**src/rtl/ibex_lsu_split.sv**
```systemverilog
// Load/store unit sitting behind the EX stage. Misaligned word and halfword
// accesses go out as two aligned bus transactions, and the two read words
// are stitched back together before extension. Only one bus transaction is
// in flight at any time.
//
// state     | meaning
// ----------+---------------------------------------------------------
// IDLE      | no access in progress; a request is accepted here
// WAIT_GNT1 | first bus request raised, waiting for grant
// WAIT_RV1  | first request granted, waiting for its response
// WAIT_GNT2 | second (upper word) request raised, waiting for grant
// WAIT_RV2  | second request granted, waiting for its response
module ibex_lsu_split #(
  parameter int unsigned DataBusW = 32,
  parameter bit          SplitEn  = 1'b1
) (
  input  logic                clk_i,
  input  logic                rst_ni,
  input  logic                lsu_req_i,
  input  logic                lsu_we_i,
  input  logic [1:0]          lsu_type_i,
  input  logic                lsu_sign_ext_i,
  input  logic [DataBusW-1:0] lsu_wdata_i,
  input  logic [31:0]         adder_result_ex_i,
  output logic                data_req_o,
  input  logic                data_gnt_i,
  input  logic                data_rvalid_i,
  input  logic                data_err_i,
  output logic [31:0]         data_addr_o,
  output logic                data_we_o,
  output logic [3:0]          data_be_o,
  output logic [DataBusW-1:0] data_wdata_o,
  input  logic [DataBusW-1:0] data_rdata_i,
  output logic [DataBusW-1:0] lsu_rdata_o,
  output logic                lsu_resp_valid_o,
  output logic                lsu_err_o,
  output logic                busy_o
);

  typedef enum logic [2:0] {
    IDLE,
    WAIT_GNT1,
    WAIT_RV1,
    WAIT_GNT2,
    WAIT_RV2
  } state_e;

  // Access size as held internally; the reserved type code folds into word.
  localparam logic [1:0] SzWord = 2'b00;
  localparam logic [1:0] SzHalf = 2'b01;
  localparam logic [1:0] SzByte = 2'b10;

  state_e              state_q;
  logic [29:0]         addr_q;
  logic [1:0]          off_q;
  logic [1:0]          sz_q;
  logic                we_q;
  logic                sext_q;
  logic                split_q;
  logic                misal_q;
  logic                err_q;
  logic [DataBusW-1:0] wdata_q;
  logic [DataBusW-1:0] rdata_q;
  logic [DataBusW-1:0] rdata_hold_q;
  logic                err_hold_q;

  logic [1:0]          req_sz;
  logic [1:0]          req_off;
  logic                req_mis;
  logic                req_split;
  logic                req_mis_err;

  logic [2*DataBusW-1:0] rd_comb;
  logic [DataBusW-1:0]   rd_low;
  logic [DataBusW-1:0]   rd_ext;
  logic                  resp_fire;
  logic                  resp_err;
  logic [DataBusW-1:0]   resp_rdata;

  // Byte enables of the first (lower) word of an access.
  function automatic logic [3:0] be_part1(input logic [1:0] sz, input logic [1:0] off);
    logic [3:0] be;
    unique case (sz)
      SzHalf: begin
        unique case (off)
          2'd0:    be = 4'b0011;
          2'd1:    be = 4'b0110;
          2'd2:    be = 4'b1100;
          default: be = 4'b1000;
        endcase
      end
      SzByte:  be = 4'b0001 << off;
      default: be = 4'b1111 << off;
    endcase
    return be;
  endfunction

  // Byte enables of the upper word; only meaningful when the access splits.
  function automatic logic [3:0] be_part2(input logic [1:0] sz, input logic [1:0] off);
    logic [3:0] be;
    unique case (sz)
      SzHalf:  be = 4'b0001;
      SzByte:  be = 4'b0000;
      default: be = 4'b1111 >> (3'd4 - {1'b0, off});
    endcase
    return be;
  endfunction

  // Store data moved onto the byte lanes selected by the address offset.
  function automatic logic [31:0] rotl_lanes(input logic [31:0] d, input logic [1:0] off);
    logic [31:0] r;
    unique case (off)
      2'd0:    r = d;
      2'd1:    r = {d[23:0], d[31:24]};
      2'd2:    r = {d[15:0], d[31:16]};
      default: r = {d[7:0], d[31:8]};
    endcase
    return r;
  endfunction

  // Decode the live request: size, offset and whether it crosses a word.
  always_comb begin
    req_sz      = (lsu_type_i == 2'b11) ? SzWord : lsu_type_i;
    req_mis     = ((req_sz == SzWord) && (adder_result_ex_i[1:0] != 2'd0)) ||
                  ((req_sz == SzHalf) && (adder_result_ex_i[1:0] == 2'd3));
    req_split   = SplitEn && req_mis;
    // Without splitting, a misaligned access is issued as if aligned and
    // reported as an error when it completes.
    req_mis_err = !SplitEn && req_mis;
    req_off     = req_mis_err ? 2'd0 : adder_result_ex_i[1:0];
  end

  // Bus request side: live inputs in IDLE, captured values while waiting.
  always_comb begin
    data_req_o   = 1'b0;
    data_addr_o  = 32'h0;
    data_we_o    = 1'b0;
    data_be_o    = 4'b0000;
    data_wdata_o = '0;
    unique case (state_q)
      IDLE: begin
        if (lsu_req_i) begin
          data_req_o   = 1'b1;
          data_addr_o  = {adder_result_ex_i[31:2], 2'b00};
          data_we_o    = lsu_we_i;
          data_be_o    = be_part1(req_sz, req_off);
          data_wdata_o = rotl_lanes(lsu_wdata_i, req_off);
        end
      end
      WAIT_GNT1: begin
        data_req_o   = 1'b1;
        data_addr_o  = {addr_q, 2'b00};
        data_we_o    = we_q;
        data_be_o    = be_part1(sz_q, off_q);
        data_wdata_o = wdata_q;
      end
      WAIT_GNT2: begin
        data_req_o   = 1'b1;
        data_addr_o  = {addr_q + 30'd1, 2'b00};
        data_we_o    = we_q;
        data_be_o    = be_part2(sz_q, off_q);
        data_wdata_o = wdata_q;
      end
      default: begin
        data_req_o = 1'b0;
      end
    endcase
  end

  // Reassemble the (possibly two-word) load data and extend it.
  always_comb begin
    rd_comb = split_q ? {data_rdata_i, rdata_q} : {{DataBusW{1'b0}}, data_rdata_i};
    rd_low  = DataBusW'(rd_comb >> {off_q, 3'b000});
    unique case (sz_q)
      SzByte:  rd_ext = {{24{sext_q & rd_low[7]}}, rd_low[7:0]};
      SzHalf:  rd_ext = {{16{sext_q & rd_low[15]}}, rd_low[15:0]};
      default: rd_ext = rd_low;
    endcase
  end

  assign resp_fire  = data_rvalid_i &&
                      (((state_q == WAIT_RV1) && !split_q) || (state_q == WAIT_RV2));
  assign resp_err   = err_q | data_err_i | misal_q;
  assign resp_rdata = (we_q || resp_err) ? '0 : rd_ext;

  assign lsu_resp_valid_o = resp_fire;
  assign lsu_rdata_o      = resp_fire ? resp_rdata : rdata_hold_q;
  assign lsu_err_o        = resp_fire ? resp_err : err_hold_q;
  assign busy_o           = (state_q != IDLE);

  // Access sequencing and capture of the accepted request.
  always_ff @(posedge clk_i or negedge rst_ni) begin
    if (!rst_ni) begin
      state_q <= IDLE;
      addr_q  <= '0;
      off_q   <= '0;
      sz_q    <= '0;
      we_q    <= 1'b0;
      sext_q  <= 1'b0;
      split_q <= 1'b0;
      misal_q <= 1'b0;
      err_q   <= 1'b0;
      wdata_q <= '0;
      rdata_q <= '0;
    end else begin
      unique case (state_q)
        IDLE: begin
          if (lsu_req_i) begin
            addr_q  <= adder_result_ex_i[31:2];
            off_q   <= req_off;
            sz_q    <= req_sz;
            we_q    <= lsu_we_i;
            sext_q  <= lsu_sign_ext_i;
            split_q <= req_split;
            misal_q <= req_mis_err;
            err_q   <= 1'b0;
            wdata_q <= rotl_lanes(lsu_wdata_i, req_off);
            state_q <= data_gnt_i ? WAIT_RV1 : WAIT_GNT1;
          end
        end
        WAIT_GNT1: begin
          if (data_gnt_i) state_q <= WAIT_RV1;
        end
        WAIT_RV1: begin
          if (data_rvalid_i) begin
            if (split_q) begin
              // A failed lower half still completes the upper half.
              rdata_q <= data_rdata_i;
              err_q   <= err_q | data_err_i;
              state_q <= WAIT_GNT2;
            end else begin
              state_q <= IDLE;
            end
          end
        end
        WAIT_GNT2: begin
          if (data_gnt_i) state_q <= WAIT_RV2;
        end
        WAIT_RV2: begin
          if (data_rvalid_i) state_q <= IDLE;
        end
        default: state_q <= IDLE;
      endcase
    end
  end

  // Keep the last response visible until the next one replaces it.
  always_ff @(posedge clk_i or negedge rst_ni) begin
    if (!rst_ni) begin
      rdata_hold_q <= '0;
      err_hold_q   <= 1'b0;
    end else if (resp_fire) begin
      rdata_hold_q <= resp_rdata;
      err_hold_q   <= resp_err;
    end
  end

endmodule

```
**config.mk**
```make
export PLATFORM = sky130hd
export DESIGN_NAME = ibex_lsu_split
export DESIGN_NICKNAME = d
export VERILOG_FILES = /design/src/rtl/ibex_lsu_split.sv
export SDC_FILE = /design/constraint.sdc
export NUM_CORES = 1
export LEC_CHECK = 0
export ABC_AREA = 1
export CAP_MARGIN = 20
export CORE_MARGIN = 3
export CORE_UTILIZATION = 53
export CTS_BUF_LIST = sky130_fd_sc_hd__clkbuf_8
export DETAILED_ROUTE_END_ITERATION = 10
export HOLD_SLACK_MARGIN = 0.15
export PLACE_DENSITY = 0.88
export SLEW_MARGIN = 25
export SYNTH_ARGS = -nofsm -noshare
export SYNTH_HDL_FRONTEND = slang
export SYNTH_SLANG_ARGS = --single-unit
```
**constraint.sdc**
```tcl
create_clock -name clk_i -period 2.2 [get_ports clk_i]
set_input_delay 0.22 -clock clk_i [delete_from_list [all_inputs] [get_ports clk_i]]
set_output_delay 0.22 -clock clk_i [all_outputs]
set_load 0.1 [all_outputs]
```
==> results.py, run 1 <==
metrics = {
    "status": {
        "status": "aborted with a tool error",
        "haltStage": "global routing",
        "stop_error": "[ERROR GRT-0116] Global routing finished with congestion. Check the congestion regions in the DRC Viewer.",
    },
    "clock_tree": {
        "root_buffer": "clkbuf_8",
        "htreeDepth": 4,
        "cts_made_buffers": 17,
        "cts_num_sinks": 138,
        "clk_path_buf_depth": 2,
    },
    "yosys": {
        "synthAdderAreaFrac_pct": 2.15,
        "synth-edff-count": 0,
        "ys.flop_type": "dfrtp_1",
        "synth_xor_area_share_pct": 0,
        "syn_avg_cell_area_um2": 6.81,
        "yosysTopAreaCellShare_pct": 37.1,
        "ys_seq_area_share_pct": 37.1,
        "synthArstFlopShare_pct": 100,
        "synth_top_area_cell": "dfrtp_1",
        "syn-cell-area_mm2": 0.00931,
        "synthMuxAreaShare_pct": 0.242,
        "synth_cell_types": 36,
        "synth_top_family_by_area": "simple AND/OR/NAND/NOR gates",
        "yosysWarnings": 0,
        "ys_ff_latch": 138,
        "synthCells": 1367,
        "synth_simple_gate_area_share_pct": 25.9,
        "synth_area_leaders": "dfrtp_1, nand2_1, o21ai_0",
        "synth_compound_area_share_pct": 23.7,
    },
    "placed_design": {
        "finalWeightedCongestion": 0.979,
        "hpwl_um": 24600,
        "portBuffers": 208,
    },
    "global_routing": {
        "track_usage_pct": 70.3,
        "globalRoute.totalOverflow": 4,
        "grt_pass1_wl_um": 104000,
        "grt_pass1_vias": 16737,
        "grt_max_degree": 51,
    },
    "die": {
        "initial_utilization_pct": 55.2,
        "io_pins": 211,
        "die_h_um": 139,
        "rows": 47,
        "die_w_um": 139,
    },
}
==> cell usage after synthesis, types with 2 or more instances <==
cell type / n
a22oi_1: 7
o22ai_1: 33
o21ai_1: 11
nand4_1: 4
mux2_2: 2
nand2_1: 401
inv_2: 4
buf_6: 4
inv_1: 165
clkinv_1: 2
o311ai_0: 3
nor3_4: 2
dfrtp_1: 138
nor2_1: 49
a21oi_1: 27
a31oi_1: 2
nand2_2: 3
o21ai_0: 207
o2111ai_1: 3
buf_2: 20
buf_4: 5
o221ai_1: 34
nand3_1: 111
buf_1: 5
o211ai_1: 46
ha_1: 16
clkbuf_1: 46
nor3_1: 9
==> through the flow <==
step / instances / worst slack [ns] / hold slack (ns) / instance area (um2) / setup TNS (ns)
after floorplan: 1368 / -0.418 / -0.0756 / 9890 / -5.03
after global placement: 1781 / -0.0742 / 0.190 / 13500 / -0.432
after detailed placement: 1781 / -0.155 / 0.197 / 13500 / -3.50
after CTS: 1906 / -0.253 / 0.266 / 16400 / -12.84
==> timing repair <==
action                     in CTS
setup endpoints to repair     101
gates cloned                   21
hold endpoints to repair      138
setup buffers                  75
pin swaps                      89
gates resized for setup       330
hold buffers                    1
==> logic make-up after synthesis <==
family / after synthesis
simple gates: 584
compound gates: 375
buf+inv: 251
flops: 138
fa+ha+maj: 16
mux: 2
other cells: 1
==> metal layers <==
metal / overflow / GRT usage [%]
met1: 0 / 70.5
met2: 1 / 89.3
met3: 0 / 51.5
met4: 3 / 71.3
met5: 0 / 14.0
==> inputs of run 2 (changes only) <==
CORE_UTILIZATION = 40   (was 53)
CTS_BUF_LIST = unset   (was sky130_fd_sc_hd__clkbuf_8)
HOLD_SLACK_MARGIN = unset   (was 0.15)
PLACE_DENSITY = unset   (was 0.88)
PLACE_DENSITY_LB_ADDON = 0.15   (was unset)
==> results.py, run 2 <==
metrics = {
    "status": {
        "status": "finished with violations",
        "violations": "negative setup slack",
    },
    "drt": {
        "wl_met3_um": 2870,
        "first_iter_violations": 1171,
        "drtAntennaViolNets": 0,
        "top_layer": "met5",
        "vias": 11709,
        "totalWireLength_um": 41400,
        "dr_wl_met2_um": 20800,
        "drc": 0,
        "wl_met1_um": 16000,
        "dr.pass1.iters": 9,
        "wire_per_inst_um": 20.5,
        "vias_per_cell": 5.80,
    },
    "final_layout": {
        "final_core_util_pct": 77.3,
        "stdcell_count": 2018,
        "reg.largest.list": "rdata_hold_q (32), rdata_q (32), wdata_q (32)",
        "drive_above_1_share_pct": 37.7,
        "nFillCells": 1444,
        "antenna_cells": 0,
        "mostFrequentLayoutCell": "nand2_1",
        "fin_area_mm2": 0.0176,
        "final_cell_mix": "nand2_1, inv_1, o21ai_0",
        "multi_input_area_mm2": 0.00716,
        "regArea_mm2": 0.00346,
        "areaGrowthSynthToFinish_pct": 89.1,
        "nets": 1814,
    },
    "clock_tree": {
        "root_buffer": "clkbuf_16",
        "htreeDepth": 4,
        "clk_path_buf_depth": 2,
        "insertion_delay_ns": 0.43,
        "cts_num_sinks": 138,
        "cts_made_buffers": 17,
        "cts.clk_slew.worst_paths_ns": 0.07,
        "cts_tree": "yes",
    },
    "setup_path": {
        "endpoint_kind": "output port",
        "worstSetupPathType": "reg -> out",
        "cp_slowest_stage_delay_ns": 0.44,
        "path_cells": "buf_6 -> nor2_4 -> nand2_2 -> nand2_2 -> nand2_4 -> nor3_4 -> buf_12 -> clkbuf_16 -> nand3_2 -> nand2_2 -> buf_12",
        "arrival_ns": 2.30,
        "cp-start-kind": "flip-flop",
        "crit_fanout": 8,
        "slowest_stage": "dfrtp_2",
        "cp_data_required_time_ns": 1.98,
        "cp_common_cell": "nand2_2",
    },
    "hold_path": {
        "hold_path.class": "in -> async",
    },
    "timing": {
        "timing.final.crit_share_pct": 115,
        "holdWs_ns": 0.325,
        "hold_viol": 0,
        "fmax_mhz": 396,
        "slew_headroom_pct": 55.6,
        "skew_ns": 0.0143,
        "setup_ws_ns": -0.323,
        "rsz0062_at_grt": "yes",
        "fin_crit_ns": 2.52,
        "tightest_slew_ns": 0.667,
        "final-max-slew-violation-count": 0,
        "setup_viol": 101,
    },
    "yosys": {
        "syn-cell-area_mm2": 0.00931,
        "synth_common_cells": "nand2_1, o21ai_0, inv_1",
        "syn_avg_cell_area_um2": 6.81,
        "synth_top_area_cell": "dfrtp_1",
        "ys.flop_type": "dfrtp_1",
        "yosysWarnings": 0,
        "synthArstFlopShare_pct": 100,
        "ys_seq_area_share_pct": 37.1,
        "yosysTopAreaCellShare_pct": 37.1,
        "synthCells": 1367,
        "synth-edff-count": 0,
        "synth_area_leaders": "dfrtp_1, nand2_1, o21ai_0",
        "yosysMostFrequentCell": "nand2_1",
        "ys_ff_latch": 138,
        "synth_cell_types": 36,
    },
    "die": {
        "die_h_um": 159,
        "core_region_area_mm2": 0.0228,
        "rows": 55,
        "die_w_um": 159,
        "initial_utilization_pct": 40.9,
        "die_area_mm2": 0.0251,
        "io_pins": 211,
    },
    "global_routing": {
        "antenna_found_initial": 1,
        "grt_pass1_wl_um": 57600,
        "globalRoute.totalOverflow": 0,
        "grt_pass1_vias": 10948,
        "track_usage_pct": 28.9,
        "grt_max_degree": 63,
    },
    "placed_design": {
        "finalWeightedCongestion": 0.908,
        "hpwl_um": 24000,
        "dpl-instance-area_mm2": 0.0137,
        "portBuffers": 208,
        "placed_cells": 1886,
    },
    "pwr": {
        "ir_worst_vdd_uv": 1380,
        "finalPower_w": 0.0304,
        "p_leak_nw": 7.82,
        "power_density_mw_per_mm2": 1720,
    },
    "job": {
        "drv_cap": 0,
    },
}
## run 2: cell counts after synthesis
Identical to the previous run, type by type.
## run 2: metrics by stage
step | setup slack (ns) | TNS, ns
global placement | -0.0830 | -1.05
floorplan | -0.418 | -5.03
global route | -0.464 | -24.55
detailed placement | -0.126 | -2.40
CTS | -0.225 | -13.08
finish | -0.323 | -17.00
## run 2: final timing paths
path	from	endpoint	slack, ns	depth (start not counted)
max	state_q[1]	lsu_rdata_o[19]	-0.32	11
min	rst_ni	rdata_q[26]	0.33	2
max reg2reg	state_q[1]	addr_q[7]	0.01	12
min reg2reg	rdata_q[9]	rdata_q[9]	0.49	2
max in group asynchronous	rst_ni	addr_q[8]	1.14	3
min in group clk_i	lsu_sign_ext_i	sext_q	0.38	3
## run 2: per-layer routing
metal,vias to the layer above,track usage [%]
li1,5283,-
met1,5638,36.5
met2,642,49.3
met3,144,5.82
met4,2,10.3
met5,-,0
## run 2: cell type report
class	count	share of cell area, %
flip-flops and latches	138	19.7
multi-input cells	980	40.6
well taps	313	2.22
clock buffers	19	2.57
clock inverters	13	0.611
repair inverters	1	0.0924
repair buffers	383	30.3
inverters	171	3.84
## run 2: critical path: cells and delay by family, from the launching register on
kind                   cells  cell delay (ns)
and+or+nand+nor            7             0.79
buffers and inverters      4             0.64
DFF                        1             0.44
## run 2: report_power, final
| group | switching [W] | internal, W | leakage [nW] | total (W) |
|---|---|---|---|---|
| registers | 0.000819 | 0.00366 | 1.75 | 0.00448 |
| clock network | 0.00127 | 0.00153 | 0.265 | 0.00280 |
| logic | 0.0146 | 0.00844 | 5.81 | 0.0231 |
| total | 0.0167 | 0.0136 | 7.82 | 0.0304 |
## run 2: cells by family after synthesis
logic type,after synthesis,share of synthesized area [%]
and+or+nand+nor,584,25.9
AOI/OAI and AO/OA,375,23.7
buffers and inverters,251,10.9
DFF,138,37.1
adders and majority gates,16,2.15
muxes,2,0.242
other,1,0.0403
## run 2: repair_timing
action / in CTS / in global routing
gates cloned: 16 / 14
endpoints found under the hold margin: 55 / 0
setup buffers: 38 / 55
gates resized for setup: 175 / 317
hold buffers: 1 / 0
pin swaps: 32 / 102
endpoints found under the setup margin: 101 / 102
(Power assumes the default switching activity.)
